--- src/rtl/mult_pkg.sv ---
// Shared definitions for the tiled sequential multiplier: tile width, control
// states and the tiles-per-operand helper.
package mult_pkg;

  localparam int TILE_W = 2;

  typedef enum logic [1:0] {
    IDLE,
    RUN,
    DONE
  } state_t;

  function automatic int nt_of(input int width);
    return width / TILE_W;
  endfunction

endpackage

--- src/rtl/tile_mult2x2.sv ---
// Combinational 2x2-bit unsigned multiplier tile; any generated cell with the
// same ports can stand in for it.
module tile_mult2x2 (
  input  logic [1:0] A,
  input  logic [1:0] B,
  output logic [3:0] P
);

  assign P = {2'b00, A} * {2'b00, B};

endmodule

--- src/rtl/mult_tiled_seq.sv ---
// Sequential unsigned multiplier: one 2x2 tile visits every tile pair of A and B,
// accumulating shifted partial products, with valid/ready on both sides.
module mult_tiled_seq
  import mult_pkg::*;
#(
  parameter int WIDTH = 8
) (
  input  logic               clk,
  input  logic               rst,
  input  logic               in_valid,
  output logic               in_ready,
  input  logic [WIDTH-1:0]   A,
  input  logic [WIDTH-1:0]   B,
  output logic               out_valid,
  input  logic               out_ready,
  output logic [2*WIDTH-1:0] P
);

  localparam int NT = nt_of(WIDTH);
  localparam int IW = (NT > 1) ? $clog2(NT) : 1;
  localparam int PW = 2 * WIDTH;
  localparam logic [IW-1:0] LAST = IW'(NT - 1);

  if ((WIDTH % 2) != 0 || WIDTH < 4) begin : g_bad_width
    $error("mult_tiled_seq: WIDTH must be even and >= 4");
  end

  state_t           state, state_nxt;
  logic [WIDTH-1:0] a_reg, b_reg;
  logic [PW-1:0]    acc, sum, p_reg;
  logic [IW-1:0]    i, j;
  logic [1:0]       a_t, b_t;
  logic [3:0]       tile_p;
  logic             last_pair;

  assign a_t       = a_reg[TILE_W*i +: TILE_W];
  assign b_t       = b_reg[TILE_W*j +: TILE_W];
  assign last_pair = (i == LAST) && (j == LAST);

  tile_mult2x2 u_tile (
    .A(a_t),
    .B(b_t),
    .P(tile_p)
  );

  // Tile pair (i, j) carries weight 2^(2*(i+j)); the largest shift is 2*WIDTH-4.
  assign sum = acc + (PW'(tile_p) << (TILE_W * (int'(i) + int'(j))));

  always_comb begin
    state_nxt = state;
    unique case (state)
      IDLE:    if (in_valid)  state_nxt = RUN;
      RUN:     if (last_pair) state_nxt = DONE;
      DONE:    if (out_ready) state_nxt = IDLE;
      default: state_nxt = IDLE;
    endcase
  end

  // NOTE: non-blocking assignments so every register samples pre-edge values.
  always_ff @(posedge clk) begin
    if (rst) begin
      state <= IDLE;
      acc   <= '0;
      p_reg <= '0;
      i     <= '0;
      j     <= '0;
    end else begin
      state <= state_nxt;
      unique case (state)
        IDLE: begin
          if (in_valid) begin
            acc <= '0;
            i   <= '0;
            j   <= '0;
          end
        end
        RUN: begin
          acc <= sum;
          if (j == LAST) begin
            j <= '0;
            i <= last_pair ? '0 : i + 1'b1;
          end else begin
            j <= j + 1'b1;
          end
          if (last_pair) p_reg <= sum;
        end
        default: ;
      endcase
    end
  end

  // NOTE: operand registers carry no reset; they are always loaded before use.
  always_ff @(posedge clk) begin
    if (state == IDLE && in_valid) begin
      a_reg <= A;
      b_reg <= B;
    end
  end

  assign in_ready  = (state == IDLE);
  assign out_valid = (state == DONE);
  assign P         = p_reg;

endmodule

--- config.mk ---
export PLATFORM = sky130hd
export DESIGN_NAME = mult_tiled_seq
export DESIGN_NICKNAME = d
export VERILOG_FILES = /design/src/rtl/mult_pkg.sv /design/src/rtl/tile_mult2x2.sv /design/src/rtl/mult_tiled_seq.sv
export SDC_FILE = /design/constraint.sdc
export NUM_CORES = 1
export LEC_CHECK = 0
export CAP_MARGIN = 20
export CORE_MARGIN = 3
export CORE_UTILIZATION = 55
export CTS_CLUSTER_DIAMETER = 150
export CTS_CLUSTER_SIZE = 40
export DETAILED_ROUTE_END_ITERATION = 16
export PLACE_DENSITY = 0.79
export RECOVER_POWER = 100
export REMOVE_ABC_BUFFERS = 1
export SYNTH_ARGS = -nofsm -noshare
export SYNTH_HDL_FRONTEND = slang
export SYNTH_HIERARCHICAL = 1
export SYNTH_SLANG_ARGS = --single-unit
export TNS_END_PERCENT = 20
--- constraint.sdc ---
create_clock -name clk -period 4.3 [get_ports clk]
set_input_delay 1.29 -clock clk [delete_from_list [all_inputs] [get_ports clk]]
set_output_delay 1.29 -clock clk [all_outputs]
set_load 0.005 [all_outputs]
Yosys cells after proc, flatten, opt, wreduce, memory -nomap -nowiden
Cells that the tools add are included.
- eq/ne operators: 8
- multiplexer cells: 12
- multiply operators: 1
- reduce and logical (&&, ||, !) cells: 8
- $add $sub $neg: 4
- shifts and indexed selects: 3
- operators by type and width (kind ; count):
    one-hot mux 16 bit (2 select lines) ; 1
    adder 16 bit ; 1
    two-way mux 16 bit ; 1
    variable part select 8 x 4 -> 2 bit ; 2
    << shifter 4 x 4 -> 16 bit ; 1
    two-way mux 2 bit ; 7
    one-hot mux 2 bit (2 select lines) ; 2
    equality test 2 bit (second input constant) ; 3
    != test 2 bit (second input constant) ; 3
    one-hot mux 2 bit (3 select lines) ; 1
    AND reduction 3 bit ; 2
    adder 2 x 1 -> 2 bit (second input constant) ; 2
    multiplier 2 x 2 -> 4 bit ; 1
    AND reduction 2 bit ; 2
    adder 2 x 2 -> 3 bit ; 1
    equality test 2 x 1 -> 1 bit (second input constant) ; 1
    logical AND 1 bit ; 2
    logical NOT 2 bit ; 1
    != test 2 x 1 -> 1 bit (second input constant) ; 1
    nonzero test 2 bit ; 1
- word-level logic and storage cells: 43
- input bits: 20
- bits in registers: 54
- output and inout port bits: 18

Longest topological paths before layout
Gate-level depths: netlist of the first run.
- word-level depth: 5
- mapped depth: 14
- depth with buffers taken out: 14

By module
Netlist of the first run, hierarchy kept.
- modules (own cells, without submodules) (module ; seq. area each (sq um) ; area an instance (sq um) ; times used ; cells an instance):
    mult_tiled_seq ; 1241.2 ; 2902.8 ; 1 ; 300
    tile_mult2x2 ; 0.0 ; 50.0 ; 1 ; 6

Worst setup path after synthesis of the first run
OpenSTA, ideal clock, no wires.
- path type: reg2reg
- start point: register i[0]
- end point: register p_reg[15], in the netlist P[15]
- setup time: 0.086 ns
- required time: 4.214 ns
- path buffers: 1
- clock period less this slack: 3.551 ns
- data arrival time: 3.466 ns
- cell stages (with the launch flop): 15
- path slack: 0.749 ns
- cells stage by stage: dfxtp_1 > mux4_2 > and2_1 > ha_1 > ha_1 > mux2i_1 > nor2_1 > ha_1 > buf_6 > a21o_1 > a31o_1 > a2111oi_4 > a211oi_2 > xnor2_1 > a211oi_1
- cells in the longest elaborated chain, start to end: 4
- elaborated cells between the ends (all ways): 8
- classes of those cells: add/sub: 2; mul: 1; eq/ne: 1; shift: 2; reduce/logical: 2
- ends and longest elaborated chain (what ; RTL line ; source):
    start: declaration ; mult_tiled_seq.sv:31 ; logic [IW-1:0] i, j;
    start signal: assignment ; mult_tiled_seq.sv:81 ; i <= last_pair ? '0 : i + 1'b1;
    variable part select 8 x 4 -> 2 bit ; mult_tiled_seq.sv:36 ; assign a_t = a_reg[TILE_W*i +: TILE_W];
    named net a_t[0] ; mult_tiled_seq.sv:32 ; logic [1:0] a_t, b_t;
    multiplier 2 x 2 -> 4 bit ; tile_mult2x2.sv:9 ; assign P = {2'b00, A} * {2'b00, B};
    named net tile_p[2] ; mult_tiled_seq.sv:33 ; logic [3:0] tile_p;
    << shifter 4 x 4 -> 16 bit ; mult_tiled_seq.sv:47 ; assign sum = acc + (PW'(tile_p) << (TILE_W * (int'(i) + int'(j))));
    adder 16 bit ; mult_tiled_seq.sv:47 ;
    end signal: assignment ; mult_tiled_seq.sv:85 ; if (last_pair) p_reg <= sum;
    end: declaration ; mult_tiled_seq.sv:30 ; logic [PW-1:0] acc, sum, p_reg;
The timed path passes the listed nets, and every way through them passes these cells.
A chain may end at the register's enable or synchronous reset.

Worst setup path after layout of the first run
- start point: register i[0]
- end point: register acc[10]
- cells in the longest elaborated chain, start to end: 5
- elaborated cells between the ends (all ways): 6
- classes of those cells: add/sub: 2; mul: 1; shift: 2; mux: 1
- ends and longest elaborated chain (what ; RTL line ; source):
    variable part select 8 x 4 -> 2 bit ; mult_tiled_seq.sv:36 ;
    named net a_t[0] ; mult_tiled_seq.sv:32 ;
    multiplier 2 x 2 -> 4 bit ; tile_mult2x2.sv:9 ;
    named net tile_p[2] ; mult_tiled_seq.sv:33 ;
    << shifter 4 x 4 -> 16 bit ; mult_tiled_seq.sv:47 ;
    adder 16 bit ; mult_tiled_seq.sv:47 ;
    one-hot mux 16 bit (2 select lines) ; mult_tiled_seq.sv:69 ; unique case (state)
    end signal: assignment ; mult_tiled_seq.sv:78 ; acc <= sum;
    end: declaration ; mult_tiled_seq.sv:30 ;
The timed path passes the listed nets, and every way through them passes these cells.

==> results.txt, run 1 <==
- The run finished with clean final reports.
- Crit path top cell by count: sky130_fd_sc_hd__ha_1
* Synth Area per Inst: 9.65 sq um
- The number of setup buffers added after CTS is 0.
- The synthesized design contains 16 enable-type register cells.
- The final hold violation count was 0.
* Portion of the post-synthesis area used by sequential elements: 42.0%
- Total global-route track usage: 22.3%
- In this run the biggest area consumer among cell types represents 25.8% of the synthesized area.
- Data on the critical path is required at its endpoint by 4510 ps.
- Clock Power Share: 31.0%
* Cell accounting for the most synthesized area: sky130_fd_sc_hd__dfxtp_1
- Type of the most critical hold path: flop to flop
* Post-placement cell count: 404
- Initial antenna violation count: 0
- Clock skew on the completed layout was measured at 12.7 ps.
- Combinational power share: 12.1%
* Critical path class: flop to flop
- The number of antenna diodes in the final layout is 0.
- On the critical path, the stage with the largest delay is an instance of sky130_fd_sc_hd__mux4_2.
* Unrepaired setup endpoints after global routing: false
- By area the synthesized netlist is led by sky130_fd_sc_hd__dfxtp_1 26%, sky130_fd_sc_hd__edfxtp_1 16%, sky130_fd_sc_hd__ha_1 8.5%.
* Clock tree from TritonCTS: built
* Number of nets at the end of the flow: 383
- Capturing element type of the critical path: flop
* Area overhead of the layout relative to synthesis: 16.9%
- Number of core rows: 26
- Once routing completed, OpenROAD measured the worst setup slack at 286 ps.
- Wires add up to 6380 microns.
- The worst setup path is launched from a flop.
- Across the run, the number of max-cap violations was 0.
* CTS Root Buffer Type: sky130_fd_sc_hd__clkbuf_8
* Half-perimeter wire length after detailed placement: 4770 microns
- Global-route wire length before repair: 11,200 microns
- In the final routing, the length of wire on met1 measures 3020 microns.
- The tree built by TritonCTS fans out to 54 sinks.
- After synthesis, the netlist uses 47 different library cells.
* Number of clock buffers inserted by TritonCTS: 5
* Post-placement worst setup slack: 434 ps
- In this run the horizontal extent of the chip is 79.3 microns.
* Most frequent cells in the layout: 38 x sky130_fd_sc_hd__dfxtp_1, 36 x sky130_fd_sc_hd__dlygate4sd3_1, 35 x sky130_fd_sc_hd__nand2_1
- Dividing total power by cell area gives a power density of 279 nW/um^2.
- Area enclosed by the die boundary: 6280 sq um
- Sw Share: 26.3%
- Detailed-route vias per instance: 5.78
- For the pin with the worst max-slew slack, the measured transition is 835 ps.
- Per report_power, the sequential group accounts for 56.9% of the total.
- At the end of routability-driven placement, the weighted congestion stood at 0.921.
* Min Tclk post-route: 4010 ps
- Post-Route Setup TNS: 0 ps
- List of cells traversed by the critical path: mux4_2 -> and2_0 -> ha_1 -> ha_1 -> mux2i_1 -> nor2_1 -> ha_1 -> a21o_1 -> a311o_1 -> and2_4 -> a21oi_1 -> xnor2_1 -> a22o_1
- In the final routed layout, each cell accounts on average for 15.5 microns.
- Headroom to the max-slew limit came out at 44.2%.
- Vias post-DR: 2,383
* Synth Warn #: 6
- Port bufs: 37
- After clock tree synthesis, the repair step resized 0 gates.
* Final setup viols: 0
- The die is 79.3 microns tall.
* Static leakage power: 1.41 nW
- Delay of the slowest cell on the worst path: 560 ps
- The worst path uses 93.3% of the clock period.
- Core box area: 5140 sq um
- In the synthesized netlist the async set-or-reset flop fraction comes to 0%.
- Clock-pin slew on the worst setup and hold paths: 110 ps
* Highest routing layer actually used: met4
- Entering global routing, the biggest net connects 20 pins.
* Hold slack: 455 ps
- Fmax: 249 MHz
- Count of placed standard cells in the final layout, fillers left out: 412
* Peak ir drop on the vdd network: 0.192 mV
- Residual DRC count: 0
* Crit Path Max Fanout: 6
- Filler instances: 451
- The finished cells cover 3450 sq um.
- The clock tree synthesis step divided the H-tree into 2 levels.
- Final cell utilization of the core: 67.2%
- Cells with a size suffix above 1 make up 6.14% of the layout.
- Hold buffer count at CTS: 0
* Most instantiated flip-flop cell in the synthesis netlist: sky130_fd_sc_hd__dfxtp_1
- Met3 wire length: 304 microns
- Met2 WL: 2990 microns
- Synthesis handed over a netlist of 306 instances.
- The total count of max-transition violations in the final report came to 0.
- The internal power of the cells totals 0.710 mW.
- Leaving out fill and tap cells, the most frequent cell in the layout is sky130_fd_sc_hd__dfxtp_1.
- Grt total ovfl: 0
- Post-layout total power: 0.963 mW
* Longest Clk Path Bufs: 2
- Number of synthesized register bits: 54
- Clock latency on the worst-skew pair, taken at its later pin, is 320 ps.
- Count of boundary I/O pins: 38
- Data arrival time at the worst-slack endpoint: 4220 ps
- Cell area after synthesis: 2950 sq um
* Power spent charging and discharging nets: 0.254 mW
* ANT nets after route: 0
* Area post-placement: 3380 sq um
- The pre-antenna-repair detailed-routing pass consisted of 4 iterations.
* Drt initial violations: 203
* Effective utilization at floorplan: 57.4%
- Number of global-route vias before repair: 2,416
==> worst max-delay path, delay by kind of cell (launching register included) <==
kind | cells | cell delay [ps]
AO/OA/AOI/OAI | 4 | 1080
adder cells (fa/ha/maj) | 3 | 850
AND/OR/NAND/NOR | 3 | 490
XOR/XNOR | 1 | 120
flip-flops | 1 | 490
multiplexers | 2 | 870
==> synth_stat cells (3+ instances only) <==
cell and number:
sky130_fd_sc_hd__a21oi_1 28, sky130_fd_sc_hd__nor2b_1 6, sky130_fd_sc_hd__xor2_1 3, sky130_fd_sc_hd__a211oi_1 3, sky130_fd_sc_hd__nor2_1 29, sky130_fd_sc_hd__inv_1 6
sky130_fd_sc_hd__and2_1 5, sky130_fd_sc_hd__nand2b_1 6, sky130_fd_sc_hd__a31oi_1 4, sky130_fd_sc_hd__a21o_1 10, sky130_fd_sc_hd__a22o_1 5, sky130_fd_sc_hd__nand2_1 35
sky130_fd_sc_hd__and3_1 3, sky130_fd_sc_hd__mux2i_1 3, sky130_fd_sc_hd__edfxtp_1 16, sky130_fd_sc_hd__nand3_1 13, sky130_fd_sc_hd__a31o_2 3, sky130_fd_sc_hd__a22oi_1 6
sky130_fd_sc_hd__mux4_2 4, sky130_fd_sc_hd__xnor2_1 9, sky130_fd_sc_hd__o21ai_0 5, sky130_fd_sc_hd__nor3_1 4, sky130_fd_sc_hd__dfxtp_1 38, sky130_fd_sc_hd__clkbuf_1 10
sky130_fd_sc_hd__nand4_1 3, sky130_fd_sc_hd__ha_1 20
==> power by group through the flow <==
stage | Combinational, mW | Sequential, mW | Clock [mW]
floorplan | 0.0716 | 0.557 | 0
global placement | 0.114 | 0.560 | 0
detailed placement | 0.117 | 0.560 | 0
CTS | 0.118 | 0.548 | 0.303
global route | 0.129 | 0.550 | 0.321
finish | 0.116 | 0.548 | 0.299
==> path summary, 6_finish.rpt <==
check	start	endpoint	slack (ps)	depth (start not counted)
hold / removal	P[12]$_SDFFE_PP0P_	P[12]$_SDFFE_PP0P_	460	2
hold reg to reg	P[12]$_SDFFE_PP0P_	P[12]$_SDFFE_PP0P_	460	2
setup reg to reg	i[0]$_SDFFE_PP0P_	acc[10]$_SDFFE_PP0P_	290	13
setup / recovery	i[0]$_SDFFE_PP0P_	acc[10]$_SDFFE_PP0P_	290	13
==> final cells by class <==
type                    instances  area, sq um  area share (%)
clock buffers                   5         68.8            1.99
clock inverters                 3         27.5           0.797
inverters                       6         22.5           0.652
multi-input cells             233         1610            46.6
flip-flops and latches         54         1240            35.9
well taps                      70         87.6            2.54
repair buffers                 41          397            11.5
==> routing by layer <==
metal  vias to the layer above  GRT usage, %
li1                       1191             -
met1                      1136          30.9
met2                        50          36.1
met3                         6          3.74
met4                         0          6.01
met5                         -             0
==> cells by family (layout without fill, tap and decap cells) <==
group,Yosys count,count (layout),share of synthesized area (%)
DFF,54,54,42.0
AOI/OAI and AO/OA,81,81,20.0
xor gates and xnor gates,12,12,3.56
and+or+nand+nor,111,111,17.8
muxes,7,7,4.07
buffers and inverters,19,55,2.75
adders and majority gates,22,22,9.83
(Power assumes the default switching activity.)
==> run 2, diff against run 1 <==
Settings changed: SKIP_LAST_GASP set to 1.
==> results of run 2 <==
Same layout as run 1: the final DEF is identical, and so are final timing and power.
